===== src/rtl/button_conditioner.sv =====
// Multi-channel push-button conditioner: synchroniser, debouncer, edge pulses,
// long-press detection and auto-repeat, fully independent per channel.
module button_conditioner #(
  parameter int unsigned N_CH         = 4,
  parameter int unsigned SYNC_STAGES  = 2,
  parameter int unsigned DBC_CYCLES   = 500000,
  parameter int unsigned ACTIVE_LOW   = 1,
  parameter int unsigned LONG_CYCLES  = 50000000,
  parameter int unsigned REPEAT_DELAY = 25000000,
  parameter int unsigned REPEAT_RATE  = 5000000
) (
  input  logic            clk,
  input  logic            rst_n,
  input  logic [N_CH-1:0] in,
  input  logic [N_CH-1:0] rpt_en,
  output logic [N_CH-1:0] out,
  output logic [N_CH-1:0] rise,
  output logic [N_CH-1:0] fall,
  output logic [N_CH-1:0] edj,
  output logic [N_CH-1:0] rpt,
  output logic [N_CH-1:0] long_press
);

  localparam logic        REL_LVL  = (ACTIVE_LOW != 0);
  localparam int unsigned HOLD_MAX = (LONG_CYCLES > REPEAT_DELAY) ? LONG_CYCLES : REPEAT_DELAY;
  localparam int unsigned TMR_MAX  = (REPEAT_DELAY > REPEAT_RATE) ? REPEAT_DELAY : REPEAT_RATE;
  localparam int          DW       = $clog2(DBC_CYCLES + 1);
  localparam int          HW       = $clog2(HOLD_MAX + 1);
  localparam int          TW       = $clog2(TMR_MAX + 1);

  localparam logic [DW-1:0] DBC_LAST  = DW'(DBC_CYCLES - 1);
  localparam logic [HW-1:0] HOLD_SAT  = HW'(HOLD_MAX);
  localparam logic [HW-1:0] LONG_PRE  = HW'(LONG_CYCLES - 1);
  localparam logic [TW-1:0] DLY_LAST  = TW'(REPEAT_DELAY - 1);
  localparam logic [TW-1:0] RATE_LAST = TW'(REPEAT_RATE - 1);
  localparam logic [TW-1:0] TMR_ONE   = TW'(1);
  localparam logic          DLY_ONE   = (REPEAT_DELAY == 1);

  typedef enum logic [1:0] {
    ST_IDLE   = 2'd0,
    ST_DELAY  = 2'd1,
    ST_REPEAT = 2'd2
  } rpt_state_e;

  for (genvar ch = 0; ch < N_CH; ch++) begin : g_ch
    logic [SYNC_STAGES-1:0] sync_q;
    logic                   s;
    logic [DW-1:0]          dbc_q, dbc_d;
    logic                   out_q, out_d;
    logic                   rise_q, fall_q, edj_q;
    logic [HW-1:0]          hold_q, hold_d;
    logic                   long_q, long_d;
    logic                   en_q;
    rpt_state_e             st_q, st_d;
    logic [TW-1:0]          tmr_q, tmr_d;
    logic                   rpt_q, rpt_d;
    logic                   trig;

    assign s = sync_q[SYNC_STAGES-1] ^ REL_LVL;

    // State registers; synchroniser resets to the released pin level.
    always_ff @(posedge clk or negedge rst_n) begin
      if (!rst_n) begin
        sync_q <= {SYNC_STAGES{REL_LVL}};
        dbc_q  <= '0;
        out_q  <= 1'b0;
        rise_q <= 1'b0;
        fall_q <= 1'b0;
        edj_q  <= 1'b0;
        hold_q <= '0;
        long_q <= 1'b0;
        en_q   <= 1'b0;
        st_q   <= ST_IDLE;
        tmr_q  <= '0;
        rpt_q  <= 1'b0;
      end else begin
        sync_q <= {sync_q[SYNC_STAGES-2:0], in[ch]};
        dbc_q  <= dbc_d;
        out_q  <= out_d;
        rise_q <= out_d & ~out_q;
        fall_q <= ~out_d & out_q;
        edj_q  <= out_d ^ out_q;
        hold_q <= hold_d;
        long_q <= long_d;
        en_q   <= rpt_en[ch];
        st_q   <= st_d;
        tmr_q  <= tmr_d;
        rpt_q  <= rpt_d;
      end
    end

    // Debounce counter and held-time counter; hold reads 0 in the rise cycle.
    always_comb begin
      dbc_d  = '0;
      out_d  = out_q;
      hold_d = '0;
      if (s != out_q) begin
        if (dbc_q == DBC_LAST) begin
          out_d = ~out_q;
        end else begin
          dbc_d = dbc_q + 1'b1;
        end
      end else begin
        dbc_d = '0;
      end
      if (out_q && out_d) begin
        hold_d = (hold_q == HOLD_SAT) ? hold_q : hold_q + 1'b1;
      end else begin
        hold_d = '0;
      end
      long_d = out_q && out_d && (hold_q == LONG_PRE);
    end

    // Auto-repeat: the triggering cycle counts as timer 0.
    always_comb begin
      st_d  = st_q;
      tmr_d = tmr_q;
      rpt_d = 1'b0;
      trig  = rpt_en[ch] && out_q && (rise_q || !en_q);
      case (st_q)
        ST_IDLE: begin
          tmr_d = '0;
          if (trig && DLY_ONE) begin
            st_d  = ST_REPEAT;
            rpt_d = 1'b1;
          end else if (trig) begin
            st_d  = ST_DELAY;
            tmr_d = TMR_ONE;
          end else begin
            st_d  = ST_IDLE;
          end
        end
        ST_DELAY: begin
          if (tmr_q == DLY_LAST) begin
            st_d  = ST_REPEAT;
            tmr_d = '0;
            rpt_d = 1'b1;
          end else begin
            tmr_d = tmr_q + 1'b1;
          end
        end
        ST_REPEAT: begin
          if (tmr_q == RATE_LAST) begin
            tmr_d = '0;
            rpt_d = 1'b1;
          end else begin
            tmr_d = tmr_q + 1'b1;
          end
        end
        default: begin
          st_d  = ST_IDLE;
          tmr_d = '0;
        end
      endcase
      // Release or disable wins on the same edge and suppresses any pulse.
      if (!out_d || !rpt_en[ch]) begin
        st_d  = ST_IDLE;
        tmr_d = '0;
        rpt_d = 1'b0;
      end else begin
        rpt_d = rpt_d;
      end
    end

    assign out[ch]        = out_q;
    assign rise[ch]       = rise_q;
    assign fall[ch]       = fall_q;
    assign edj[ch]        = edj_q;
    assign rpt[ch]        = rpt_q;
    assign long_press[ch] = long_q;
  end

endmodule


===== config.mk =====
export PLATFORM = sky130hd
export DESIGN_NAME = button_conditioner
export DESIGN_NICKNAME = d
export VERILOG_FILES = /design/src/rtl/button_conditioner.sv
export SDC_FILE = /design/constraint.sdc
export NUM_CORES = 1
export LEC_CHECK = 0
export BUFFER_PORTS_ARGS = -buffer_cell sky130_fd_sc_hd__buf_2
export CAP_MARGIN = 20
export CORE_AREA = 2 2 208 210
export DETAILED_ROUTE_END_ITERATION = 12
export DIE_AREA = 0 0 210 212
export PLACE_DENSITY_LB_ADDON = 0.15
export SYNTH_ARGS = -nofsm -noshare
export SYNTH_HDL_FRONTEND = slang
export SYNTH_SLANG_ARGS = --single-unit

===== constraint.sdc =====
create_clock -name clk -period 6.25 [get_ports clk]
set_clock_uncertainty 0.15 [all_clocks]
set_input_delay 0 -clock clk [delete_from_list [all_inputs] [get_ports clk]]
set_output_delay 0 -clock clk [all_outputs]
set_load 0.01 [all_outputs]

## After elaboration in Yosys (flattened, before gate mapping)

Cells that the tools add are included.

| storage, ports and cells | value |
|---|---|
| output and inout port bits | 24 |
| logic and storage cells | 248 |
| register bits | 324 |
| bits of input ports | 10 |

| operators by class | value |
|---|---|
| equal/unequal tests | 44 |
| add/sub/neg operators | 12 |
| reductions and logical operators | 44 |
| bitwise operators | 24 |
| muxes and demuxes | 76 |

Operator list:

| cell | count |
|---|---|
| two-way mux 25 bit | 12 |
| case mux 25 bit (3 select lines) | 4 |
| == test 26 bit (second input constant) | 8 |
| two-way mux 26 bit | 8 |
| two-way mux 19 bit | 8 |
| adder 26 x 1 -> 26 bit (second input constant) | 4 |
| adder 25 x 1 -> 25 bit (second input constant) | 4 |
| == test 25 x 23 -> 1 bit (second input constant) | 4 |
| == test 25 bit (second input constant) | 4 |
| adder 19 x 1 -> 19 bit (second input constant) | 4 |
| == test 19 bit (second input constant) | 4 |
| two-way mux 1 bit | 28 |
| case mux 2 bit (3 select lines) | 4 |
| logical AND 1 bit | 16 |
| two-way mux 2 bit | 8 |
| != test 2 bit (second input constant) | 8 |
| logical NOT 1 bit | 12 |
| != test 3 bit (second input constant) | 4 |
| NOT 1 bit | 12 |
| bitwise AND 1 bit | 8 |
| == test 2 x 1 -> 1 bit (second input constant) | 4 |
| == test 2 bit (second input constant) | 4 |
| logical NOT 2 bit | 4 |
| logical OR 1 bit | 8 |
| 4 further kinds | 16 |

## Logic depth before layout (Yosys ltp)

| depth | value |
|---|---|
| depth in word-level cells | 7 |
| mapped depth | 10 |
| gate-level depth less buffers | 8 |

## Worst setup path after synthesis

Ideal clock, no wire load.

| timing path | value |
|---|---|
| kind | register -> register |
| start point | reg g_ch[3].dbc_q[0] |
| end point | reg g_ch[3].hold_q[25] |
| path slack | 3.619 ns |
| buffers on the path | 1 |
| setup time | 0.066 ns |
| data arrival time | 2.415 ns |
| data required time | 6.034 ns |
| stages on the path, launching flop included | 10 |
| cells stage by stage | dfrtp_1 > ha_1 > nand4_1 > or4_1 > and2_1 > clkbuf_1 > inv_1 > ha_1 > or4b_1 > nand2_1 |

| on the way | value |
|---|---|
| word-level cells in the longest chain between the ends | 5 |

Ends and longest elaborated chain:

| what | line | text |
|---|---|---|
| start, declared | 48 | `logic [DW-1:0] dbc_q, dbc_d;` |
| start signal, assigned | 65 | `dbc_q <= '0;` |
| start signal, assigned | 78 | `dbc_q <= dbc_d;` |
| == test 19 bit * | 98 | `if (dbc_q == DBC_LAST) begin` |
| two-way mux 1 bit * | 98 |  |
| two-way mux 1 bit * | 97 | `if (s != out_q) begin` |
| net g_ch[3].out_d | 49 | `logic out_q, out_d;` |
| logical AND 1 bit * | 106 | `if (out_q && out_d) begin` |
| != test 2 bit (no source line) / two-way mux 26 bit (equally long branches) | -- |  |
| end signal, assigned | 83 | `hold_q <= hold_d;` |
| end, declared | 51 | `logic [HW-1:0] hold_q, hold_d;` |

The timed path passes the listed nets; every way through them passes the cells marked *.
A chain may end at the register's enable or synchronous reset.

## Worst setup path after layout

| timing path | value |
|---|---|
| start point | reg g_ch[0].dbc_q[13] |
| end point | reg g_ch[0].long_q |

| on the way | value |
|---|---|
| word-level cells in the longest chain between the ends | 5 |

Ends and longest elaborated chain:

| what | line | text |
|---|---|---|
| start, declared | 48 |  |
| start signal, assigned | 65 |  |
| start signal, assigned | 78 |  |
| == test 19 bit | 98 |  |
| two-way mux 1 bit | 98 |  |
| two-way mux 1 bit | 97 |  |
| net g_ch[0].out_d | 49 |  |
| logical AND 1 bit (2 in a row) | 111 | `long_d = out_q && out_d && (hold_q == LONG_PRE);` |
| net g_ch[0].long_d | 52 | `logic long_q, long_d;` |
| end signal, assigned | 84 | `long_q <= long_d;` |
| end, declared | 52 |  |

The timed path passes the listed nets, and every way through them passes these cells.

==> flow_summary.json <==
{
  "synth_cells": 1692,
  "grt_busiest_layer": "met2",
  "min_period_ns": 3.50,
  "ys.flop_type": "dfrtp_1",
  "cts_setup_buffers": 0,
  "grt_usage": 0.155,
  "drt_iter0_drc": 583,
  "syn_area_um2": 16700,
  "clock-sinks": 324,
  "post-dp-hpwl_mm": 21.0,
  "power_w": 0.00456,
  "start_util": 0.393,
  "powerDensity_nw_per_um2": 242,
  "setup_viol": 0,
  "grt_pass1_vias": 12000,
  "cts.clk_slew.worst_paths_ns": 0.06,
  "startpoint": "g_ch[0].dbc_q[13]",
  "tightest_slew_ns": 1.12,
  "crit_required_ns": 6.53,
  "wl_per_cell_um": 14.1,
  "antenna_cells": 0,
  "yosys-top-cells-area": "dfrtp_1 (47%), xnor2_1 (7.2%), xor2_1 (5.6%)",
  "via_per_inst": 5.11,
  "cpPeakStageDelay_ns": 0.69,
  "fillers": 4068,
  "use_met3": 0.0266,
  "fin_area_um2": 18900,
  "postRouteWirelength_mm": 32.5,
  "synth_top_area_share": 0.473,
  "vias": 11800,
  "die_area_um2": 44500,
  "hold_slack_ns": -0.0503,
  "dr.pass1.iters": 4,
  "layout_commonest_cell": "dfrtp_1",
  "antenna_found_initial": 0,
  "grt_util_met1": 0.208,
  "postPlaceCellArea_um2": 17300,
  "r2r_start": "g_ch[0].dbc_q[13]",
  "ys_seq_area_frac": 0.486,
  "critPathMaxFanout": 26,
  "ir_worst_vdd_uv": 158,
  "fin_tns_setup_ns": 0,
  "crit_chain": "nand4_1 > or3_1 > nor4_1 > or2_1 > ha_1 > clkinv_1 > nor4b_1",
  "rsz0062_at_grt": "no",
  "maxCapViolations": 0,
  "grt_first_pass_wirelength_mm": 58.1,
  "crit_path_start_kind": "flip-flop",
  "r2r_cells": 7,
  "avgSynthCellArea_um2": 9.88,
  "slew_headroom": 0.245,
  "crit_family": "simple AND/OR/NAND/NOR gates",
  "fin_crit_sh": 0.560,
  "layout.nets": 1788,
  "critPathKind": "reg -> reg",
  "chipWidth_um": 210,
  "cts.path.max_buffers": 3,
  "critPathArrivalTime_ns": 3.78,
  "globalplace.congestion": 0.763,
  "postRouteAntennaNets": 0,
  "fmax_mhz": 286,
  "worstSkewPairLatency_ns": 0.56,
  "r2r_setup_slack_ns": 2.75,
  "met2_usage": 0.252,
  "regArea_um2": 8120,
  "area_growth_pct": 12.9,
  "std_cell_rows": 76,
  "cp.buffers_inverters": 1,
  "ys_types": 65,
  "violations": "hold timing",
  "pin_count": 34,
  "dieHeight_um": 212,
  "core_area_um2": 42500,
  "portBuffers": 33,
  "overflow": 0,
  "multi_input_comb_area_um2": 8000,
  "end_kind": "flip-flop",
  "drv_slew": 0,
  "finalHoldViolCount": 11,
  "drive_gt1_frac": 0.0892,
  "syn_nets": 1750,
  "htreeDepth": 2,
  "worstHoldPathType": "in -> async",
  "numCtsBuffers": 39,
  "yosys.area.top_type": "dfrtp_1",
  "leakage_nw": 7.69,
  "synth_warnings": 0,
  "cts-root-buf": "clkbuf_16",
  "crit_slowest_cell": "nor4_1",
  "final_cell_mix": "dfrtp_1 (316), nor2_1 (199), xnor2_1 (137)",
  "endpoint": "g_ch[0].long_q",
  "async_flop_share": 1.00,
  "path_depth": 7,
  "drcViolationCount": 0,
  "cts_tree": "yes",
  "status": "finished, violations left",
  "ys_ff_latch": 324,
  "synth_edf_count": 0,
  "reg2reg_to": "g_ch[0].long_q",
  "grt_max_degree": 125
}
==> report_power, final <==
part | internal [W] | switching [W] | leakage, nW | total [W]
clock | 0.00145 | 0.000911 | 0.667 | 0.00236
sequential | 0.00211 | 0.00000812 | 4.48 | 0.00212
combinational | 0.0000202 | 0.0000582 | 2.54 | 0.0000784
total | 0.00358 | 0.000978 | 7.69 | 0.00456
==> worst min path at each step <==
stage	startpoint	to	slack (ns)	cells after the start
2_1_floorplan	rst_n	g_ch[0].dbc_q[0]	-0.45	0
3_3_place_gp	in[1]	g_ch[1].sync_q[0]	-0.04	1
3_5_place_dp	in[1]	g_ch[1].sync_q[0]	-0.04	1
4_1_cts	rst_n	g_ch[2].long_q	0.03	2
5_1_grt	rst_n	g_ch[2].long_q	0.06	2
6_report	rst_n	g_ch[2].long_q	-0.05	2
==> cell families after synthesis <==
kind of cell	Yosys count	synth area share
mux	6	0.00359
buf+inv	135	0.0368
fa+ha+maj	48	0.0359
compound gates	86	0.0382
simple gates	849	0.272
flops	324	0.486
xor+xnor	244	0.128
==> sequential cells by signal (all words and copies together) (netlist names) <==
| name | flops |
|---|---|
| g_ch.dbc_q | 76 |
| g_ch.edj_q | 4 |
| g_ch.en_q | 4 |
| g_ch.fall_q | 4 |
| g_ch.hold_q | 104 |
| g_ch.long_q | 4 |
| g_ch.out_q | 4 |
| g_ch.rise_q | 4 |
| g_ch.rpt_q | 4 |
| g_ch.st_q | 8 |
| g_ch.sync_q | 8 |
| g_ch.tmr_q | 100 |
==> routing by layer <==
layer  routed length (µm)  part of all wire
met1                16100              0.49
met4                  802             0.025
met2                14700              0.45
met3                  990             0.030
met5                    0                 0
==> cells in the mapped netlist (6+ instances only) <==
master,number
and2_1,72
or4_1,15
clkbuf_1,39
nor4b_1,11
o21ai_0,15
nor4_1,45
or3_1,21
a21oi_1,14
nor2_1,199
xor2_1,107
mux2i_1,6
nand2_1,98
nor2_2,20
o31ai_1,9
inv_1,67
dfstp_2,8
xnor2_1,137
ha_1,48
dfrtp_1,316
nor3_1,70
and4_1,19
nor3b_1,15
nand3_1,110
and3_1,34
o21a_1,7
nand4_1,71
buf_4,24
nor2b_1,15
==> per-stage QoR <==
stage,std cells,worst slack (ns),hold slack (ns),utilization
after global routing,2307,2.43,0.0636,0.444
after detailed placement,2216,2.80,-0.0431,0.407
after global placement,2216,2.82,-0.0426,0.407
final,2307,2.75,-0.0503,0.444
after floorplan,1692,3.62,-0.446,-
after CTS,2305,2.76,0.0309,0.443
==> final cells by class <==
| type | count | area share |
|---|---|---|
| Tap cell | 546 | 0.0362 |
| Inverter | 68 | 0.0135 |
| Clock inverter | 18 | 0.0115 |
| Multi-Input combinational cell | 1233 | 0.424 |
| Clock buffer | 54 | 0.0606 |
| Timing Repair Buffer | 64 | 0.0241 |
| Sequential cell | 324 | 0.430 |
==> repair_timing <==
item | 4_1_cts | 5_1_grt
hold buffers | 17 | 0
endpoints found under the hold margin | 145 | 0
gates resized for setup | 0 | 0
Power figures use the tool's default switching activity.
